[src/rtl/instruction_fetch.sv]
// ----------------------------------------------------------------------------
// instruction_fetch
//
// Fetch-stage initiator for the instruction cache read port. Issues one-word
// reads, buffers the returned words with their PCs in a small in-order FIFO,
// and presents them to decode through a valid/ready handshake. A redirect
// flushes the in-flight read and the whole buffer and restarts fetching.
//
// Ports
//   clk, reset_n       clock, asynchronous active-low reset
//   imem_enable        read request to the instruction cache
//   imem_address       byte address of the request (always fetch_pc)
//   imem_data          word returned one cycle after the request
//   redirect_valid     flush and restart at redirect_pc (bits [1:0] ignored)
//   redirect_pc        new fetch address
//   out_valid          out_instruction / out_pc hold a valid entry
//   out_ready          decode accepts the current entry
//   out_instruction    fetched instruction word (head of buffer)
//   out_pc             byte address of out_instruction
// ----------------------------------------------------------------------------
module instruction_fetch #(
    parameter int                    DATA_WIDTH = 32,
    parameter int                    ADDR_WIDTH = 32,
    parameter logic [ADDR_WIDTH-1:0] RESET_PC   = '0,
    parameter int                    FIFO_DEPTH = 4
) (
    input  logic                  clk,
    input  logic                  reset_n,
    output logic                  imem_enable,
    output logic [ADDR_WIDTH-1:0] imem_address,
    input  logic [DATA_WIDTH-1:0] imem_data,
    input  logic                  redirect_valid,
    input  logic [ADDR_WIDTH-1:0] redirect_pc,
    output logic                  out_valid,
    input  logic                  out_ready,
    output logic [DATA_WIDTH-1:0] out_instruction,
    output logic [ADDR_WIDTH-1:0] out_pc
);

    localparam int PTR_W = $clog2(FIFO_DEPTH);
    localparam int CNT_W = PTR_W + 1;
    localparam logic [CNT_W-1:0] DEPTH_C = CNT_W'(FIFO_DEPTH);
    localparam logic [PTR_W-1:0] PTR_ONE = PTR_W'(1);
    localparam logic [CNT_W-1:0] CNT_ONE = CNT_W'(1);

    typedef struct packed {
        logic [DATA_WIDTH-1:0] instr;
        logic [ADDR_WIDTH-1:0] pc;
    } entry_t;

    // State
    logic [ADDR_WIDTH-1:0]        fetch_pc_q,   fetch_pc_d;
    logic                         pending_q,    pending_d;
    logic [ADDR_WIDTH-1:0]        pending_pc_q, pending_pc_d;
    entry_t [FIFO_DEPTH-1:0]      fifo_q,       fifo_d;
    logic [PTR_W-1:0]             head_q,       head_d;
    logic [PTR_W-1:0]             tail_q,       tail_d;
    logic [CNT_W-1:0]             count_q,      count_d;

    // Per-cycle events
    logic                         issue;
    logic                         push;
    logic                         pop;
    logic [CNT_W-1:0]             occupancy;

    // Slots already spoken for: buffered entries plus the word still coming
    // back from the cache. Issuing only while this is below the depth
    // guarantees every returned word has a slot, and keeps out_ready off the
    // memory-port path.
    always_comb begin
        occupancy = count_q + {{(CNT_W-1){1'b0}}, pending_q};
        // reset_n gating forces the request low for the whole reset window,
        // including a reset asserted between clock edges.
        issue     = reset_n && !redirect_valid && (occupancy < DEPTH_C);
        push      = pending_q && !redirect_valid;
        pop       = out_valid && out_ready;
    end

    assign imem_enable     = issue;
    assign imem_address    = fetch_pc_q;
    assign out_valid       = (count_q != '0) && !redirect_valid;
    assign out_instruction = fifo_q[head_q].instr;
    assign out_pc          = fifo_q[head_q].pc;

    always_comb begin
        fetch_pc_d   = fetch_pc_q;
        pending_d    = issue;
        pending_pc_d = pending_pc_q;
        fifo_d       = fifo_q;
        head_d       = head_q;
        tail_d       = tail_q;
        count_d      = count_q;

        if (redirect_valid) begin
            // Drop everything, including the word returning this cycle.
            fetch_pc_d = {redirect_pc[ADDR_WIDTH-1:2], 2'b00};
            pending_d  = 1'b0;
            head_d     = '0;
            tail_d     = '0;
            count_d    = '0;
        end else begin
            if (issue) begin
                fetch_pc_d   = fetch_pc_q + ADDR_WIDTH'(4);
                pending_pc_d = fetch_pc_q;
            end
            if (push) begin
                fifo_d[tail_q] = '{instr: imem_data, pc: pending_pc_q};
                tail_d         = tail_q + PTR_ONE;
            end
            if (pop) begin
                head_d = head_q + PTR_ONE;
            end
            case ({push, pop})
                2'b10:   count_d = count_q + CNT_ONE;
                2'b01:   count_d = count_q - CNT_ONE;
                default: count_d = count_q;
            endcase
        end
    end

    always_ff @(posedge clk or negedge reset_n) begin
        if (!reset_n) begin
            fetch_pc_q   <= RESET_PC;
            pending_q    <= 1'b0;
            pending_pc_q <= '0;
            fifo_q       <= '0;
            head_q       <= '0;
            tail_q       <= '0;
            count_q      <= '0;
        end else begin
            fetch_pc_q   <= fetch_pc_d;
            pending_q    <= pending_d;
            pending_pc_q <= pending_pc_d;
            fifo_q       <= fifo_d;
            head_q       <= head_d;
            tail_q       <= tail_d;
            count_q      <= count_d;
        end
    end

endmodule

[config.mk]
export PLATFORM = sky130hd
export DESIGN_NAME = instruction_fetch
export DESIGN_NICKNAME = d
export VERILOG_FILES = /design/src/rtl/instruction_fetch.sv
export SDC_FILE = /design/constraint.sdc
export NUM_CORES = 1
export LEC_CHECK = 0
export CORE_AREA = 3 3 129 255
export CTS_CLUSTER_SIZE = 40
export DETAILED_ROUTE_END_ITERATION = 16
export DIE_AREA = 0 0 132 258
export GPL_TIMING_DRIVEN = 0
export PLACE_DENSITY = 0.66
export SYNTH_ARGS = -nofsm -noshare
export SYNTH_HDL_FRONTEND = slang
export SYNTH_SLANG_ARGS = --single-unit
[constraint.sdc]
create_clock -name clk -period 2.81 [get_ports clk]
set_clock_uncertainty 0.1 [all_clocks]
set_input_delay 0.4215 -clock clk [delete_from_list [all_inputs] [get_ports clk]]
set_output_delay 0.4215 -clock clk [all_outputs]
set_load 0.005 [all_outputs]
# Word level (Yosys, flattened, before mapping)
# Index checks and enable logic that the tools add are counted.
# op_classes
add_sub_neg	6
n_bitwise	1
n_eq_ne	2
n_reduce_logical	14
muxes	14
magnitude_cmp	4
# ops
cell	n
256-bit bitwise mux	1
64-bit binary-select mux with 2-bit select	1
64-bit demux with 2-bit select	1
64-bit 2-to-1 mux	2
32-bit 2-to-1 mux	2
32-bit by 3-bit adder with 32-bit output (second input constant)	1
2-bit 2-to-1 mux	4
1-bit logical AND	6
2-bit by 3-bit < comparator with 1-bit output (second input constant)	2
3-bit case mux with 2 select lines	1
2-bit nonzero test	3
3-bit nonzero test	2
2-bit by 1-bit adder with 2-bit output (second input constant)	2
2-bit AND reduction	2
3-bit by 1-bit adder with 3-bit output	1
3-bit by 1-bit adder with 3-bit output (second input constant)	1
3-bit < comparator (second input constant)	1
3-bit 2-to-1 mux	1
3-bit by 1-bit subtractor with 3-bit output (second input constant)	1
2-bit by 1-bit equality test with 1-bit output (second input constant)	1
2-bit equality test (second input constant)	1
2-bit by 1-bit greater-or-equal comparator with 1-bit output (second input constant)	1
1-bit logical NOT	1
1-bit 2-to-1 mux	1
1-bit inverter	1
# totals
register_bits	328
elab_cells	55

# Depth between registers and ports, before layout
# depth
word_depth	6
mapped_depth	9

# Least setup slack after synthesis
# Ideal clock, no wire load.
# synth_path
path_kind	input-to-reg
startpoint	input redirect_valid
endpoint	register count_q[2]
path_buffers	3
t_required_ns	2.578
arrival_ns	2.250
path_slack_ns	0.329
cell_stages	9
cell_sequence	clkbuf_1 -> clkbuf_1 -> clkbuf_1 -> nor3_1 -> fa_1 -> or3_1 -> nand2_1 -> xnor2_1 -> nor2_1
# synth_via
elab_chain_cells	6
elab_cells_between_ends	9
# synth_rtl
item	line_no	source
start, declared	32	input logic redirect_valid,
1-bit logical NOT	75, 81	
1-bit logical AND	81	assign out_valid = (count_q != '0) && !redirect_valid;
1-bit logical AND	76	pop = out_valid && out_ready;
2-bit by 1-bit equality test with 1-bit output / 2-bit equality test (equally long branches)	113	case ({push, pop})
3-bit case mux with 2 select lines	113	
3-bit 2-to-1 mux	94	if (redirect_valid) begin
end signal, assigned	137	count_q <= count_d;
end, declared	58	logic [CNT_W-1:0] count_q, count_d;
# Several ways; a longest one is shown, not always the timed one.
# A chain may end at the register's enable or synchronous reset.

# Worst setup path after layout
# layout_path
startpoint	register head_q[0]
endpoint	output out_instruction[28]
# layout_via
elab_chain_cells	2
# layout_rtl
item	line_no	source
start, declared	56	logic [PTR_W-1:0] head_q, head_d;
start signal, assigned	127	head_q <= '0;
start signal, assigned	135	head_q <= head_d;
64-bit binary-select mux with 2-bit select	82	assign out_instruction = fifo_q[head_q].instr;
64-bit 2-to-1 mux	-	
end, declared	36	output logic [DATA_WIDTH-1:0] out_instruction,
# No other way between the ends. The select of a mux whose other input is x is not followed.

==> impl_metrics.json <==
{
  "synth_area_per_cell_um2": 15.2,
  "rsz0062_at_grt": "false",
  "synth-seq-cells": 316,
  "routed_wl_mm": 33.3,
  "fin_total_pwr_w": 0.0167,
  "netlist_area_um2": 13900,
  "synth_xor_area_share_pct": 1.95,
  "row_count": 91,
  "pre_cts_ws_ns": -1.25,
  "cts_inserted_buffers": 28,
  "criticalPathCategory": "reg2out",
  "fin_nets": 1216,
  "synthArstFlopShare_pct": 100,
  "routed_via_density": 5.36,
  "diodes": 0,
  "routedWlPerCell_um": 21.1,
  "insertion_delay_ns": 0.55,
  "hold_path_class": "in2async",
  "synth.area.top_cells": "dfrtp_1 (57%), mux2_2 (23%), mux4_2 (10%), xnor2_1 (1.4%), clkbuf_1 (1.4%)",
  "setup_slack_ns": 0.0542,
  "design.die.area_um2": 34100,
  "powerDensity_nw_per_um2": 938,
  "timing.fmax_mhz": 363,
  "cts_tree": "built",
  "gp_congestion": 0.811,
  "multi_input_area_um2": 5760,
  "clock-sinks": 316,
  "die_x_um": 132,
  "io_buffer_count": 158,
  "seqCellArea_um2": 7910,
  "first_pass_iters": 4,
  "leakagePower_nw": 8.00,
  "r2r_slack_ns": 0.16,
  "synth_common_cells": "dfrtp_1 (316), mux2_2 (279), mux4_2 (62), clkbuf_1 (51), nand2_1 (40)",
  "status": "finished, final reports clean",
  "core_area_um2": 31100,
  "die_y_um": 258,
  "antenna_found_initial": 0,
  "clkTransAtPathRegs_ns": 0.07,
  "grt.total_usage_pct": 19.8,
  "maxSlewViolCount": 0,
  "crit_start": "head_q[0]",
  "area_growth_pct": 28.0,
  "start_kind": "flop",
  "io_pins": 166,
  "worstReg2RegEnd": "imem_address[31]",
  "dr.first_iter.drc_count": 286,
  "grt_pass1_vias": 9411,
  "path_max_fanout": 7,
  "synth_compound_area_share_pct": 1.42,
  "fin_crit_ns": 2.76,
  "synth_most_common_cell": "dfrtp_1",
  "ir_drop_uv": 823,
  "synth_top_family_by_area": "multiplexers",
  "htreeDepth": 1,
  "cp-endpoint": "out_instruction[28]",
  "grt_pass1_wl_mm": 53.3,
  "synthAdderAreaFrac_pct": 0.594,
  "hold_viol": 0,
  "critical_path_required_ns": 2.29,
  "grt_max_degree": 58,
  "fillerInstances": 2543,
  "root_buffer": "clkbuf_16",
  "synth_warnings": 0,
  "fin_crit_sh_pct": 98.1,
  "synth_top_cell_area_share_pct": 56.9,
  "synth_top_area_cell": "dfrtp_1",
  "reg2reg_from": "imem_address[5]",
  "tightest_slew_ns": 0.929,
  "drc": 0,
  "grt_overflow": 0,
  "final_antenna_net_count": 0,
  "vias": 8475,
  "yosys.area_share.simple_pct": 4.27,
  "start_util_pct": 44.7,
  "syn-instance-count": 917,
  "cp.arrival_ns": 2.23,
  "hpwl_mm": 22.5,
  "setup_viol": 0,
  "yosysSeqAreaShare_pct": 56.9,
  "maxSlewHeadroom_pct": 37.5,
  "synth.area.mux_share_pct": 32.9,
  "drive_gt1_share_pct": 38.7,
  "clk_path_buf_depth": 3,
  "max-cap-violations": 0,
  "synth.distinct_cells": 39,
  "synth_flop_cell": "dfrtp_1",
  "synth_edf_count": 0,
  "end_kind": "output pin",
  "r2r_cells": 6
}
## layout make-up
cell class | count | share of cell area, %
Tap cell | 418 | 2.94
Clock inverter | 10 | 1.01
Clock buffer | 42 | 4.75
Sequential cell | 316 | 44.5
Multi-Input combinational cell | 537 | 32.4
Buffer | 57 | 2.17
Inverter | 8 | 0.169
Timing Repair Buffer | 194 | 12.1
## placed cells by master, fill, tap and decap left out, drive strengths merged, types with 2 or more instances in the layout
cell,synthesis,final
nor4,8,8
dlymetal6s2s,0,2
dfrtp,316,316
a31oi,3,3
nor3,10,10
bufbuf,0,3
clkdlybuf4s50,0,101
xor2,9,9
bufinv,0,5
mux4,62,62
nand4,11,11
ha,5,5
and4,3,3
o21ai,26,26
or2,2,2
clkinvlp,0,2
clkdlybuf4s15,0,3
mux2i,4,4
o31ai,3,3
nand3,11,11
clkinv,1,4
nor2,13,13
nand2,40,40
or3,4,4
mux2,279,279
or4,4,4
inv,7,7
and3,3,3
clkbuf,51,93
xnor2,22,22
dlygate4sd2,0,51
buf,8,35
and2,5,5
dlygate4sd3,0,5
nor2b,2,2
conb,1,4
## power breakdown
part	total, W	switching (W)	internal, W
Combinational	0.00554	0.00192	0.00361
Sequential	0.00691	0.000939	0.00597
Clock	0.00424	0.00170	0.00253
Total	0.0167	0.00457	0.0121
## logic make-up after synthesis
group | count (synthesis)
buffers and inverters | 67
AO/OA/AOI/OAI | 35
multiplexers | 345
AND/OR/NAND/NOR | 116
adder cells (fa/ha/maj) | 6
XOR/XNOR | 31
flip-flops | 316
other | 1
## worst max-delay path: stages, from the launching register on
cell and delay, ns:
dfrtp_4 0.50, buf_12 0.16, clkbuf_16 0.16, buf_12 0.13
mux4_2 0.44, dlygate4sd2_1 0.28
## worst min-delay path by stage
stage / start / endpoint / slack [ns] / cells past startpoint
detailed placement: fifo_q[184] / fifo_q[184] / 0.39 / 1
global placement: fifo_q[139] / fifo_q[139] / 0.38 / 1
floorplan: reset_n / count_q[0] / 0.03 / 0
CTS: reset_n / fifo_q[87] / 0.02 / 3
global route: reset_n / fifo_q[215] / 0.03 / 3
finish: reset_n / fifo_q[215] / 0.03 / 3
## metal layers
layer | share of wire, % | up-vias | wire [µm] | track usage, %
li1 | - | 3826 | - | -
met1 | 37 | 4405 | 12300 | 22.2
met2 | 57 | 183 | 18800 | 38.3
met3 | 3.6 | 61 | 1200 | 2.55
met4 | 3.0 | 0 | 983 | 6.45
met5 | 0 | - | 0 | 0
## sequential cells by signal (all words and copies together), names as in the netlist
signal	cells
count_q	3
pending_q	1
pending_pc_q	30
fifo_q	248
imem_address	30
head_q	2
tail_q	2
## per-stage QoR
stage          setup TNS (ns)  utilization [%]  hold WS (ns)  cells  area [µm²]
2_1_floorplan               0                -        0.0259    920       13900
3_3_place_gp         -4736.44             51.5         0.381   1496       16000
3_5_place_dp           -85.00             51.7         0.388   1498       16100
4_1_cts                     0             57.0        0.0161   1574       17700
5_1_grt                     0             57.2        0.0332   1582       17800
6_report                    0             57.2        0.0305   1582       17800
## repair_timing
| item | 4_1_cts | 5_1_grt |
|---|---|---|
| gates cloned | 4 | 0 |
| setup endpoints to repair | 116 | 20 |
| buffers inserted | 10 | 8 |
| resized for setup | 103 | 5 |
| hold buffers | 12 | 0 |
| pin swaps | 1 | 0 |
| endpoints found under the hold margin | 158 | 0 |
Power figures use the tool's default switching activity.
